<file path="src/rtl/microwave_ctrl.sv">
// Microwave oven sequencer: selects cook time, drives an external countdown timer,
// duty-cycles the magnetron by power level and sounds the end-of-cook buzzer.
module microwave_ctrl #(
    parameter int unsigned PRESCALE = 100_000_000
) (
    input  logic       clock,
    input  logic       reset,
    input  logic       btn_start,
    input  logic       btn_stop,
    input  logic       btn_pause,
    input  logic       door_open,
    input  logic [1:0] preset,
    input  logic [6:0] man_min,
    input  logic [6:0] man_sec,
    input  logic [3:0] power,
    input  logic       tmr_done,
    output logic       tmr_start,
    output logic       tmr_stop,
    output logic       tmr_pause,
    output logic [6:0] tmr_min,
    output logic [6:0] tmr_sec,
    output logic       magnetron,
    output logic       lamp,
    output logic       beep,
    output logic [2:0] state
);

    localparam int PW = (PRESCALE > 1) ? $clog2(PRESCALE) : 1;
    localparam logic [PW-1:0] PRESC_MAX = PW'(PRESCALE - 1);

    typedef enum logic [2:0] {
        IDLE   = 3'd0,
        COOK   = 3'd1,
        PAUSED = 3'd2,
        BEEP   = 3'd3
    } state_t;

    // Preset cook times packed as {minutes, seconds}; 0 means manual entry.
    function automatic logic [13:0] preset_time(input logic [1:0] sel);
        case (sel)
            2'd1:    preset_time = {7'd2, 7'd30};
            2'd2:    preset_time = {7'd5, 7'd0};
            2'd3:    preset_time = {7'd0, 7'd30};
            default: preset_time = {7'd0, 7'd0};
        endcase
    endfunction

    state_t         state_r, nxt_s;
    logic [PW-1:0]  presc_r;
    logic [3:0]     phase_r, power_r, power_clamp_s;
    logic [2:0]     beep_cnt_r;
    logic           beep_r, tick_s, time_nz_s;
    logic           start_p_s, stop_p_s, pause_p_s;
    logic           tmr_start_r, tmr_stop_r, tmr_pause_r;
    logic [6:0]     min_r, sec_r, sel_min_s, sel_sec_s;

    // Time source selection with manual clamping.
    always_comb begin
        if (preset != 2'd0) begin
            {sel_min_s, sel_sec_s} = preset_time(preset);
        end else begin
            sel_min_s = (man_min > 7'd99) ? 7'd99 : man_min;
            sel_sec_s = (man_sec > 7'd59) ? 7'd59 : man_sec;
        end
    end

    assign time_nz_s     = (sel_min_s != 7'd0) || (sel_sec_s != 7'd0);
    assign power_clamp_s = ((power == 4'd0) || (power > 4'd10)) ? 4'd10 : power;
    assign tick_s        = (presc_r == PRESC_MAX);

    // Next-state and timer-pulse decode; COOK priority is stop > done > door > pause.
    always_comb begin
        nxt_s     = state_r;
        start_p_s = 1'b0;
        stop_p_s  = 1'b0;
        pause_p_s = 1'b0;
        case (state_r)
            IDLE: begin
                if (btn_start && !door_open && time_nz_s) begin
                    nxt_s     = COOK;
                    start_p_s = 1'b1;
                end else begin
                    nxt_s = IDLE;
                end
            end
            COOK: begin
                if (btn_stop) begin
                    nxt_s    = IDLE;
                    stop_p_s = 1'b1;
                end else if (tmr_done) begin
                    nxt_s = BEEP;
                end else if (door_open || btn_pause) begin
                    nxt_s     = PAUSED;
                    pause_p_s = 1'b1;
                end else begin
                    nxt_s = COOK;
                end
            end
            PAUSED: begin
                if (btn_stop) begin
                    nxt_s    = IDLE;
                    stop_p_s = 1'b1;
                end else if (tmr_done) begin
                    nxt_s = IDLE;
                end else if ((btn_start || btn_pause) && !door_open) begin
                    nxt_s     = COOK;
                    pause_p_s = 1'b1;
                end else begin
                    nxt_s = PAUSED;
                end
            end
            BEEP: begin
                if (btn_start || btn_stop || btn_pause || door_open) begin
                    nxt_s = IDLE;
                end else if (tick_s && (beep_cnt_r == 3'd5)) begin
                    nxt_s = IDLE;
                end else begin
                    nxt_s = BEEP;
                end
            end
            default: nxt_s = IDLE;
        endcase
    end

    // State, timer pulses and the time value handed to the timer.
    always_ff @(posedge clock) begin
        if (reset) begin
            state_r     <= IDLE;
            tmr_start_r <= 1'b0;
            tmr_stop_r  <= 1'b0;
            tmr_pause_r <= 1'b0;
            min_r       <= 7'd0;
            sec_r       <= 7'd0;
        end else begin
            state_r     <= nxt_s;
            tmr_start_r <= start_p_s;
            tmr_stop_r  <= stop_p_s;
            tmr_pause_r <= pause_p_s;
            if ((state_r == IDLE) || (nxt_s == IDLE)) begin
                min_r <= sel_min_s;
                sec_r <= sel_sec_s;
            end
        end
    end

    // Second prescaler: restarts on entry to COOK/BEEP, frozen elsewhere.
    always_ff @(posedge clock) begin
        if (reset) begin
            presc_r <= '0;
        end else if ((nxt_s != state_r) && ((nxt_s == COOK) || (nxt_s == BEEP))) begin
            presc_r <= '0;
        end else if ((state_r == COOK) || (state_r == BEEP)) begin
            presc_r <= tick_s ? '0 : presc_r + PW'(1'b1);
        end
    end

    // Duty phase and latched power; phase survives PAUSED so resume continues the pattern.
    always_ff @(posedge clock) begin
        if (reset) begin
            phase_r <= 4'd0;
            power_r <= 4'd0;
        end else if ((state_r == IDLE) && (nxt_s == COOK)) begin
            phase_r <= 4'd0;
            power_r <= power_clamp_s;
        end else if ((state_r == COOK) && tick_s) begin
            phase_r <= (phase_r == 4'd9) ? 4'd0 : phase_r + 4'd1;
        end
    end

    // Buzzer: starts high on entry and toggles per tick for six ticks.
    always_ff @(posedge clock) begin
        if (reset) begin
            beep_r     <= 1'b0;
            beep_cnt_r <= 3'd0;
        end else if ((state_r != BEEP) && (nxt_s == BEEP)) begin
            beep_r     <= 1'b1;
            beep_cnt_r <= 3'd0;
        end else if (nxt_s != BEEP) begin
            beep_r <= 1'b0;
        end else if (tick_s) begin
            beep_r     <= ~beep_r;
            beep_cnt_r <= beep_cnt_r + 3'd1;
        end
    end

    assign tmr_start = tmr_start_r;
    assign tmr_stop  = tmr_stop_r;
    assign tmr_pause = tmr_pause_r;
    assign tmr_min   = min_r;
    assign tmr_sec   = sec_r;
    assign beep      = beep_r;
    assign state     = state_r;
    // Door term bypasses the registers so the heater cuts in the cycle the door opens.
    assign magnetron = (state_r == COOK) && (phase_r < power_r) && !door_open;
    assign lamp      = (state_r == COOK) || (state_r == PAUSED) || door_open;

endmodule

</file>
<file path="config.mk">
export PLATFORM = sky130hd
export DESIGN_NAME = microwave_ctrl
export DESIGN_NICKNAME = d
export VERILOG_FILES = /design/src/rtl/microwave_ctrl.sv
export SDC_FILE = /design/constraint.sdc
export NUM_CORES = 1
export LEC_CHECK = 0
export CAP_MARGIN = 15
export CORE_MARGIN = 2
export CORE_UTILIZATION = 54
export DETAILED_ROUTE_END_ITERATION = 12
export PLACE_DENSITY = 0.8
export SKIP_CTS_REPAIR_TIMING = 1
export SLEW_MARGIN = 20
export SYNTH_ARGS = -nofsm -noshare
export SYNTH_HDL_FRONTEND = slang
export SYNTH_SLANG_ARGS = --single-unit
</file>
<file path="constraint.sdc">
create_clock -name clock -period 2.6 [get_ports clock]
set_input_delay 0.26 -clock clock [delete_from_list [all_inputs] [get_ports clock]]
set_output_delay 0.26 -clock clock [all_outputs]
set_load 0.01 [all_outputs]
</file>
## Word-level counts from Yosys, hierarchy flattened

Index checks and enable logic that the tools add are counted.

| word-level totals | value |
|---|---|
| register bits after elaboration | 59 |
| word-level logic and storage cells | 103 |
| input bits | 27 |

| cells by class | value |
|---|---|
| equality and inequality tests | 14 |
| reductions and logical operators | 37 |
| $lt $le $gt $ge | 4 |
| multiplexer cells | 30 |
| bitwise logic cells | 4 |
| $add $sub $neg | 3 |

Operators with widths:

| kind | count |
|---|---|
| $pmux W10 S3 | 1 |
| $mux W7 | 4 |
| $add A27 B1 Y27 const B | 1 |
| $eq A27 B27 Y1 const B | 1 |
| $mux W27 | 1 |
| $mux W2 | 8 |
| $reduce_bool A7 Y1 | 2 |
| $logic_or A1 B1 Y1 | 12 |
| $mux W1 | 12 |
| $pmux W3 S4 | 1 |
| $reduce_or A2 Y1 | 6 |
| $logic_and A1 B1 Y1 | 10 |
| $eq A3 B2 Y1 const B | 3 |
| $mux W4 | 2 |
| $gt A7 B6 Y1 const B | 1 |
| $gt A7 B7 Y1 const B | 1 |
| $eq A3 B1 Y1 const B | 2 |
| $logic_not A3 Y1 | 2 |
| $ne A3 B2 Y1 const B | 2 |
| $add A4 B1 Y4 const B | 1 |
| $eq A2 B2 Y1 const B | 2 |
| $eq A4 B4 Y1 const B | 1 |
| $gt A4 B4 Y1 const B | 1 |
| $logic_not A4 Y1 | 1 |
| 11 further kinds | 14 |

## Logic depth before layout (Yosys ltp)

Gate-level depths: netlist of run 1.

| logic depth | value |
|---|---|
| depth after elaboration | 12 |
| mapped depth | 10 |
| mapped depth without buffers | 8 |

## Worst setup path before layout of run 1

Ideal clock, no wire load.

| timing path | value |
|---|---|
| path type | flip-flop to flip-flop |
| from | register state_r[0] (netlist: state[0]) |
| to | register presc_r[19] |
| clock period less this slack | 2.385 ns |
| arrival | 2.316 ns |
| stages on the path, launching flop included | 9 |
| slack | 0.215 ns |
| buffers on the path | 1 |
| cells stage by stage | dfxtp_1 > ha_1 > or2_2 > buf_2 > or3b_2 > nor4_2 > nand4_1 > xor2_1 > a21oi_1 |

| between the ends | value |
|---|---|
| cells in the longest elaborated chain, start to end | 6 |
| elaborated cells between the ends (all ways) | 12 |
| classes of those cells | eq/ne (6); mux (1); reduce/logical (5) |

Ends and longest elaborated chain:

| element | RTL line | source |
|---|---|---|
| from (decl) | 48 | `state_t state_r, nxt_s;` |
| from (signal assigned) | 135 | `state_r <= nxt_s;` |
| $eq A3 B2 Y1, or another cell as far along | 77, 152 |  |
| $pmux W3 S4 | 77 | `case (state_r)` |
| $eq A3 B1 Y1 / $eq A3 B2 Y1 (equally long branches) | 150 | `end else if ((nxt_s != state_r) && ((nxt_s == COOK) \|\| (nxt_s == BEEP))) begin` |
| $logic_or A1 B1 Y1 | 150 |  |
| $logic_and A1 B1 Y1 | 150 |  |
| $reduce_or A2 Y1 (no source line) | - |  |
| to (signal assigned) | 153 | `presc_r <= tick_s ? '0 : presc_r + PW'(1'b1);` |
| to (decl) | 49 | `logic [PW-1:0] presc_r;` |

Parallel ways exist; a longest one is shown, timed or not.
A chain may end at the register's enable or synchronous reset.

## Final worst setup path of run 1

| timing path | value |
|---|---|
| from | register presc_r[17] |
| to | register presc_r[19] |

| between the ends | value |
|---|---|
| cells in the longest elaborated chain, start to end | 9 |
| elaborated cells between the ends (all ways) | 13 |
| classes of those cells | add/sub (1); eq/ne (4); mux (4); reduce/logical (4) |

Ends and longest elaborated chain:

| element | RTL line | source |
|---|---|---|
| $eq A27 B27 Y1 | 69 | `assign tick_s = (presc_r == PRESC_MAX);` |
| $logic_and A1 B1 Y1 | 115 | `end else if (tick_s && (beep_cnt_r == 3'd5)) begin` |
| $mux W2 | 115 |  |
| $mux W2 | 113 | `if (btn_start \|\| btn_stop \|\| btn_pause \|\| door_open) begin` |
| $pmux W3 S4 | 77 |  |
| $eq A3 B1 Y1 / $eq A3 B2 Y1 (equally long branches) | 150 |  |
| $logic_or A1 B1 Y1 | 150 |  |
| $logic_and A1 B1 Y1 | 150 |  |
| $reduce_or A2 Y1 (no source line) | - |  |

Parallel ways exist; a longest one is shown, timed or not.

==> impl_metrics.py, run 1 <==
metrics = {
    "run_status": {
        "status": "complete, no violations",
    },
    "synth": {
        "yosysSeqAreaShare": 0.373,
        "synthFlopType": "dfxtp_1",
        "synth_area_mm2": 0.00311,
        "synthesis.nets": 388,
        "synth_top_area_cell": "dfxtp_1",
        "ys_types": 62,
        "syn_area_per_cell_um2": 8.87,
        "async_reset_ff_frac": 0,
        "synthCells": 351,
        "yosysTopAreaCellShare": 0.373,
        "synth_seq_cells": 58,
        "ys_top_cells_by_area": "dfxtp_1, xor2_1, a21oi_1, mux2i_1, ha_1",
        "yosysWarnings": 0,
        "synth_edf_count": 0,
    },
    "critical_path": {
        "cp-end-kind": "register",
        "slowest_delay_ps": 580,
        "crit_chain": "or4b_1 > nor4_4 > and4_4 > o21a_4 > buf_4 > mux2_4 > a21oi_1",
        "crit_required_ps": 2860,
        "worstSetupPathType": "reg2reg",
        "crit_arrival_ps": 2730,
        "startpoint_type": "register",
        "cp_slowest_cell": "or4b_1",
        "critPathMaxFanout": 14,
        "cp_top_family": "simple AND/OR/NAND/NOR gates",
        "critPathBufInv": 1,
    },
    "sta": {
        "rsz0062_at_grt": "no",
        "worst_slew_pin_slew_ps": 631,
        "period_share": 0.950,
        "finalSetupViolCount": 0,
        "maxSlewHeadroom": 0.576,
        "final_max_slew_viol_count": 0,
        "skew_ps": 6.98,
        "timing.fmax_mhz": 405,
        "layout_setup_ws_ps": 130,
        "hold_viol_final": 0,
        "fin_crit_ps": 2470,
    },
    "drt": {
        "via_count": 2772,
        "drtIter0Drc": 121,
        "wl_per_cell_um": 14.3,
        "drt_first_pass_iters": 4,
        "drc": 0,
        "wl_um": 7110,
        "viasPerCell": 5.59,
        "antenna_left": 0,
    },
    "grt": {
        "overflow": 0,
        "antenna_found_initial": 0,
        "grt_pass1_vias": 2607,
        "grt_usage": 0.230,
        "grt_pass1_wl_um": 11600,
        "grt_max_degree": 28,
    },
    "placement": {
        "io_buffers": 48,
        "dp_cells": 478,
        "hpwl_um": 4920,
        "gp_congestion": 0.798,
        "dpl_worst_slack_ps": -2.28,
        "post_dp_cell_area_mm2": 0.00377,
    },
    "clock_tree": {
        "root_buffer": "clkbuf_8",
        "htreeDepth": 3,
        "cts-buffers-inserted": 9,
        "insertion_delay_ps": 330,
        "cts_tree": "done",
        "path_clk_slew_ps": 60,
        "clkSinkCount": 58,
        "ctsLongestPathBuffers": 2,
    },
    "power": {
        "power.density_mw_per_mm2": 467,
        "peakVddDrop_uv": 335,
        "report.power.total_w": 0.00186,
        "p_leak_nw": 1.44,
    },
    "floorplan": {
        "core_mm2": 0.00554,
        "dieArea_mm2": 0.00639,
        "initial_core_util": 0.562,
        "rows": 27,
        "chipHeight_um": 79.9,
        "die_w_um": 79.9,
        "num_io_pins": 50,
    },
    "finish": {
        "insertedDiodeCount": 0,
        "area_growth_pct": 27.7,
        "finalInstanceArea_mm2": 0.00398,
        "final_cell_count_no_fill": 496,
        "fillCellCount": 416,
        "layout-drive-gt1-share": 0.144,
        "fin_nets": 456,
        "final_util": 0.718,
    },
    "run": {
        "maxCapViolCount": 0,
    },
    "worst_hold_path": {
        "holdCritPathClass": "reg2reg",
    },
}
-- worst paths after layout --
path                            startpoint                       end  slack (ps)  depth (start not counted)
setup / recovery  presc_r[17]$_SDFFE_PP0P_  presc_r[19]$_SDFFE_PP0P_         130                          7
hold / removal     power_r[2]$_SDFFE_PP0P_   power_r[2]$_SDFFE_PP0P_         470                          2
setup reg to reg  presc_r[17]$_SDFFE_PP0P_  presc_r[19]$_SDFFE_PP0P_         130                          7
hold reg to reg    power_r[2]$_SDFFE_PP0P_   power_r[2]$_SDFFE_PP0P_         470                          2
-- power breakdown --
group	internal [W]	switching (W)	leakage, nW
registers	0.000907	0.0000122	0.470
logic	0.000126	0.000114	0.887
clock network	0.000367	0.000330	0.0872
-- tightest hold or removal path, stage by stage (launching register included) --
cell and delay [ps]:
dfxtp_1 310, nand2b_1 60, mux2i_1 60
-- logic make-up after synthesis --
group           share of synthesized area
compound gates                      0.157
other cells                       0.00120
simple gates                        0.242
fa+ha+maj                          0.0402
mux                                0.0603
flops                               0.373
xor+xnor                           0.0816
buf+inv                            0.0446
-- metal layers --
metal | part of all wire | wire [µm] | global-route usage
met5 | 0 | 0 | 0
met2 | 0.47 | 3340 | 0.373
met3 | 0.057 | 408 | 0.0622
met4 | 0.011 | 78 | 0.0712
met1 | 0.46 | 3290 | 0.298
-- state kept, by name (all words and copies together), names as in the netlist --
signal	flops
presc_r	27
tmr_min	7
tmr_sec	7
phase_r	4
power_r	4
beep_cnt_r	3
state	2
beep	1
tmr_pause	1
tmr_start	1
tmr_stop	1
-- stage by stage --
stage          TNS (ps)  hold slack (ps)
2_1_floorplan         0              399
3_3_place_gp          0              460
3_5_place_dp      -2.28              464
4_1_cts               0              476
5_1_grt               0              495
6_report              0              473
-- synth_stat cells (2+ instances only) --
cell	instances
nand3b_1	2
or2_2	4
or3_1	3
xnor2_1	7
nor2b_1	5
o21bai_1	4
o21ai_0	8
and3b_1	2
a21oi_1	32
o31ai_1	2
clkbuf_1	7
nor2_1	24
nor4_1	3
dfxtp_1	58
nand2_1	23
nand3_1	14
nand2b_1	17
o32ai_1	3
o2111ai_1	2
a211o_1	2
nor3_1	7
and2_1	2
o22ai_1	2
mux2i_1	15
buf_4	3
buf_6	3
and3_1	2
and4_1	2
nor3b_1	2
a221oi_1	2
buf_2	3
inv_1	11
ha_1	10
nand4_1	10
xor2_1	22
mux2_2	2
o211ai_1	2
a2111oi_0	2
or3b_2	3
a31oi_1	2
-- final cells by class --
| type | count | area, µm² | share of cell area |
|---|---|---|---|
| Tap cell | 72 | 90.1 | 0.0226 |
| Multi-Input combinational cell | 267 | 1850 | 0.465 |
| Timing Repair Buffer | 72 | 673 | 0.169 |
| Inverter | 11 | 41.3 | 0.0104 |
| Sequential cell | 58 | 1160 | 0.292 |
| Clock buffer | 13 | 149 | 0.0374 |
| Clock inverter | 3 | 15.0 | 0.00377 |
-- layout by cell type, fill, tap and decap left out, drive strengths merged, types with 11 or more instances in the layout --
cell type / n
clkdlybuf4s50: 48
xor2: 22
mux2i: 15
buf: 24
clkbuf: 13
nand2b: 17
nor2: 24
a21oi: 33
nand3: 15
inv: 11
dfxtp: 58
nand2: 23
(Power assumes the default switching activity.)
==> run 2, diff against run 1 <==
--- a/config.mk
+++ b/config.mk
@@ -6,12 +6,13 @@
 export NUM_CORES = 1
 export LEC_CHECK = 0
 export CAP_MARGIN = 15
+export CORE_ASPECT_RATIO = 0.6
 export CORE_MARGIN = 2
 export CORE_UTILIZATION = 54
+export CTS_CLUSTER_SIZE = 40
 export DETAILED_ROUTE_END_ITERATION = 12
 export PLACE_DENSITY = 0.8
 export SKIP_CTS_REPAIR_TIMING = 1
-export SLEW_MARGIN = 20
 export SYNTH_ARGS = -nofsm -noshare
 export SYNTH_HDL_FRONTEND = slang
 export SYNTH_SLANG_ARGS = --single-unit
==> impl_metrics.py, run 2 (synthesized netlist as in run 1, its figures left out) <==
metrics = {
    "critical_path": {
        "reg2reg_from": "state[0]$_SDFF_PP0_",
        "crit_path_end": "tmr_min[1]$_SDFFE_PP0P_",
        "critPathMaxFanout": 7,
        "worstSetupPathType": "reg2reg",
        "crit_path_start": "state[0]$_SDFF_PP0_",
        "reg2reg_depth": 9,
        "r2r-end": "tmr_min[1]$_SDFFE_PP0P_",
        "crit_required_ps": 2860,
        "startpoint_type": "register",
        "worst-r2r-setup-slack_ps": 110,
        "crit_arrival_ps": 2750,
        "cp-end-kind": "register",
    },
    "clock_tree": {
        "cts-buffers-inserted": 9,
        "clkSinkCount": 58,
        "root_buffer": "clkbuf_8",
        "cts_tree": "done",
        "insertion_delay_ps": 340,
        "htreeDepth": 3,
        "path_clk_slew_ps": 70,
        "ctsLongestPathBuffers": 2,
    },
    "floorplan": {
        "initial_core_util": 0.559,
        "chipHeight_um": 62.8,
        "num_io_pins": 50,
        "die_w_um": 102,
        "rows": 21,
        "core_mm2": 0.00557,
        "dieArea_mm2": 0.00641,
    },
    "worst_hold_path": {
        "holdCritPathClass": "reg2reg",
    },
    "finish": {
        "area_growth_pct": 27.0,
        "regArea_mm2": 0.00116,
        "largest_register": "presc_r",
        "fillCellCount": 443,
        "fin_nets": 448,
        "final_cell_count_no_fill": 496,
        "multi_input_area_mm2": 0.00183,
        "final_cell_mix": "dfxtp_1, clkdlybuf4s50_1, a21oi_1",
        "largest_reg_flops": 27,
        "layout_commonest_cell": "dfxtp_1",
        "layout-drive-gt1-share": 0.132,
        "insertedDiodeCount": 0,
    },
    "power": {
        "share_seq_of_total_power": 0.458,
        "p_int_w": 0.00149,
        "power.density_mw_per_mm2": 507,
        "clkPwrFrac": 0.422,
        "p_comb_frac": 0.120,
        "p_leak_nw": 1.41,
        "sw_frac_of_total": 0.254,
        "peakVddDrop_uv": 338,
        "switchingPower_w": 0.000510,
        "report.power.total_w": 0.00200,
    },
    "placement": {
        "dp_cells": 480,
        "gp_congestion": 0.932,
        "dpl_worst_slack_ps": 13.3,
        "hpwl_um": 5700,
        "io_buffers": 48,
    },
    "grt": {
        "antenna_found_initial": 0,
        "grt_pass1_wl_um": 12800,
        "grt_pass1_vias": 2609,
        "grt_usage": 0.256,
        "overflow": 0,
        "grt_max_degree": 47,
    },
    "drt": {
        "viasPerCell": 5.74,
        "antenna_left": 0,
        "drt_first_pass_iters": 5,
        "drtIter0Drc": 158,
        "wl_um": 7840,
        "drc": 0,
        "wl_per_cell_um": 15.8,
        "via_count": 2848,
    },
    "sta": {
        "timing.fmax_mhz": 401,
        "maxSlewHeadroom": 0.594,
        "worst_slew_pin_slew_ps": 602,
        "finalSetupViolCount": 0,
        "skew_ps": 10.8,
        "period_share": 0.959,
        "fin_crit_ps": 2490,
        "hold_viol_final": 0,
        "layout_setup_ws_ps": 107,
        "final_max_slew_viol_count": 0,
        "fin_tns_setup_ps": 0,
        "whs_ps": 478,
    },
    "run": {
        "maxCapViolCount": 0,
    },
    "run_status": {
        "status": "complete, no violations",
    },
}
-- run 2: layer usage --
layer | vias to the layer above | GRT usage | share of wire
li1 | 1384 | - | -
met1 | 1362 | 0.372 | 0.49
met2 | 93 | 0.371 | 0.44
met3 | 9 | 0.0615 | 0.063
met4 | 0 | 0.0783 | 0.0097
met5 | - | 0 | 0
-- run 2: worst min-delay path by stage --
| stage | start | endpoint | slack (ps) | depth (start not counted) |
|---|---|---|---|---|
| 6_report | tmr_min[5]$_SDFFE_PP0P_ | tmr_min[5]$_SDFFE_PP0P_ | 480 | 2 |
| 5_1_grt | tmr_min[0]$_SDFFE_PP0P_ | tmr_min[0]$_SDFFE_PP0P_ | 510 | 2 |
| 4_1_cts | tmr_min[6]$_SDFFE_PP0P_ | tmr_min[6]$_SDFFE_PP0P_ | 480 | 2 |
| 3_5_place_dp | tmr_min[6]$_SDFFE_PP0P_ | tmr_min[6]$_SDFFE_PP0P_ | 470 | 2 |
| 3_3_place_gp | tmr_sec[5]$_SDFFE_PP0P_ | tmr_sec[5]$_SDFFE_PP0P_ | 460 | 2 |
| 2_1_floorplan | man_min[5] | tmr_min[5]$_SDFFE_PP0P_ | 400 | 2 |
-- run 2: worst max-delay path, stage by stage (launching register included) --
cell and delay [ps]:
dfxtp_1 380, inv_1 110, ha_1 140, or3b_2 500, o32ai_1 310, a21oi_1 120
o21a_4 180, a21oi_2 240, buf_4 230, mux2i_1 200
-- run 2: final cells by class --
| class | count | share of cell area |
|---|---|---|
| sequential | 58 | 0.293 |
| multi-input combinational | 266 | 0.462 |
| clock inverter | 6 | 0.0168 |
| tap | 80 | 0.0253 |
| clock buffer | 10 | 0.0348 |
| inverter | 11 | 0.0104 |
| timing repair buffer | 65 | 0.157 |
-- run 2: through the flow --
step | area, µm² | utilization
after CTS | 3940 | 0.708
after floorplan | 3110 | -
after global routing | 3960 | 0.710
after detailed placement | 3740 | 0.671
final | 3960 | 0.710
after global placement | 3740 | 0.671
-- run 2: power groups by stage --
stage / clock (W) / sequential (W) / combinational (W)
2_1_floorplan: 0 / 0.000942 / 0.000115
4_1_cts: 0.000858 / 0.000919 / 0.000236
3_5_place_dp: 0 / 0.000939 / 0.000234
5_1_grt: 0.000904 / 0.000921 / 0.000258
3_3_place_gp: 0 / 0.000937 / 0.000229
6_report: 0.000846 / 0.000919 / 0.000240
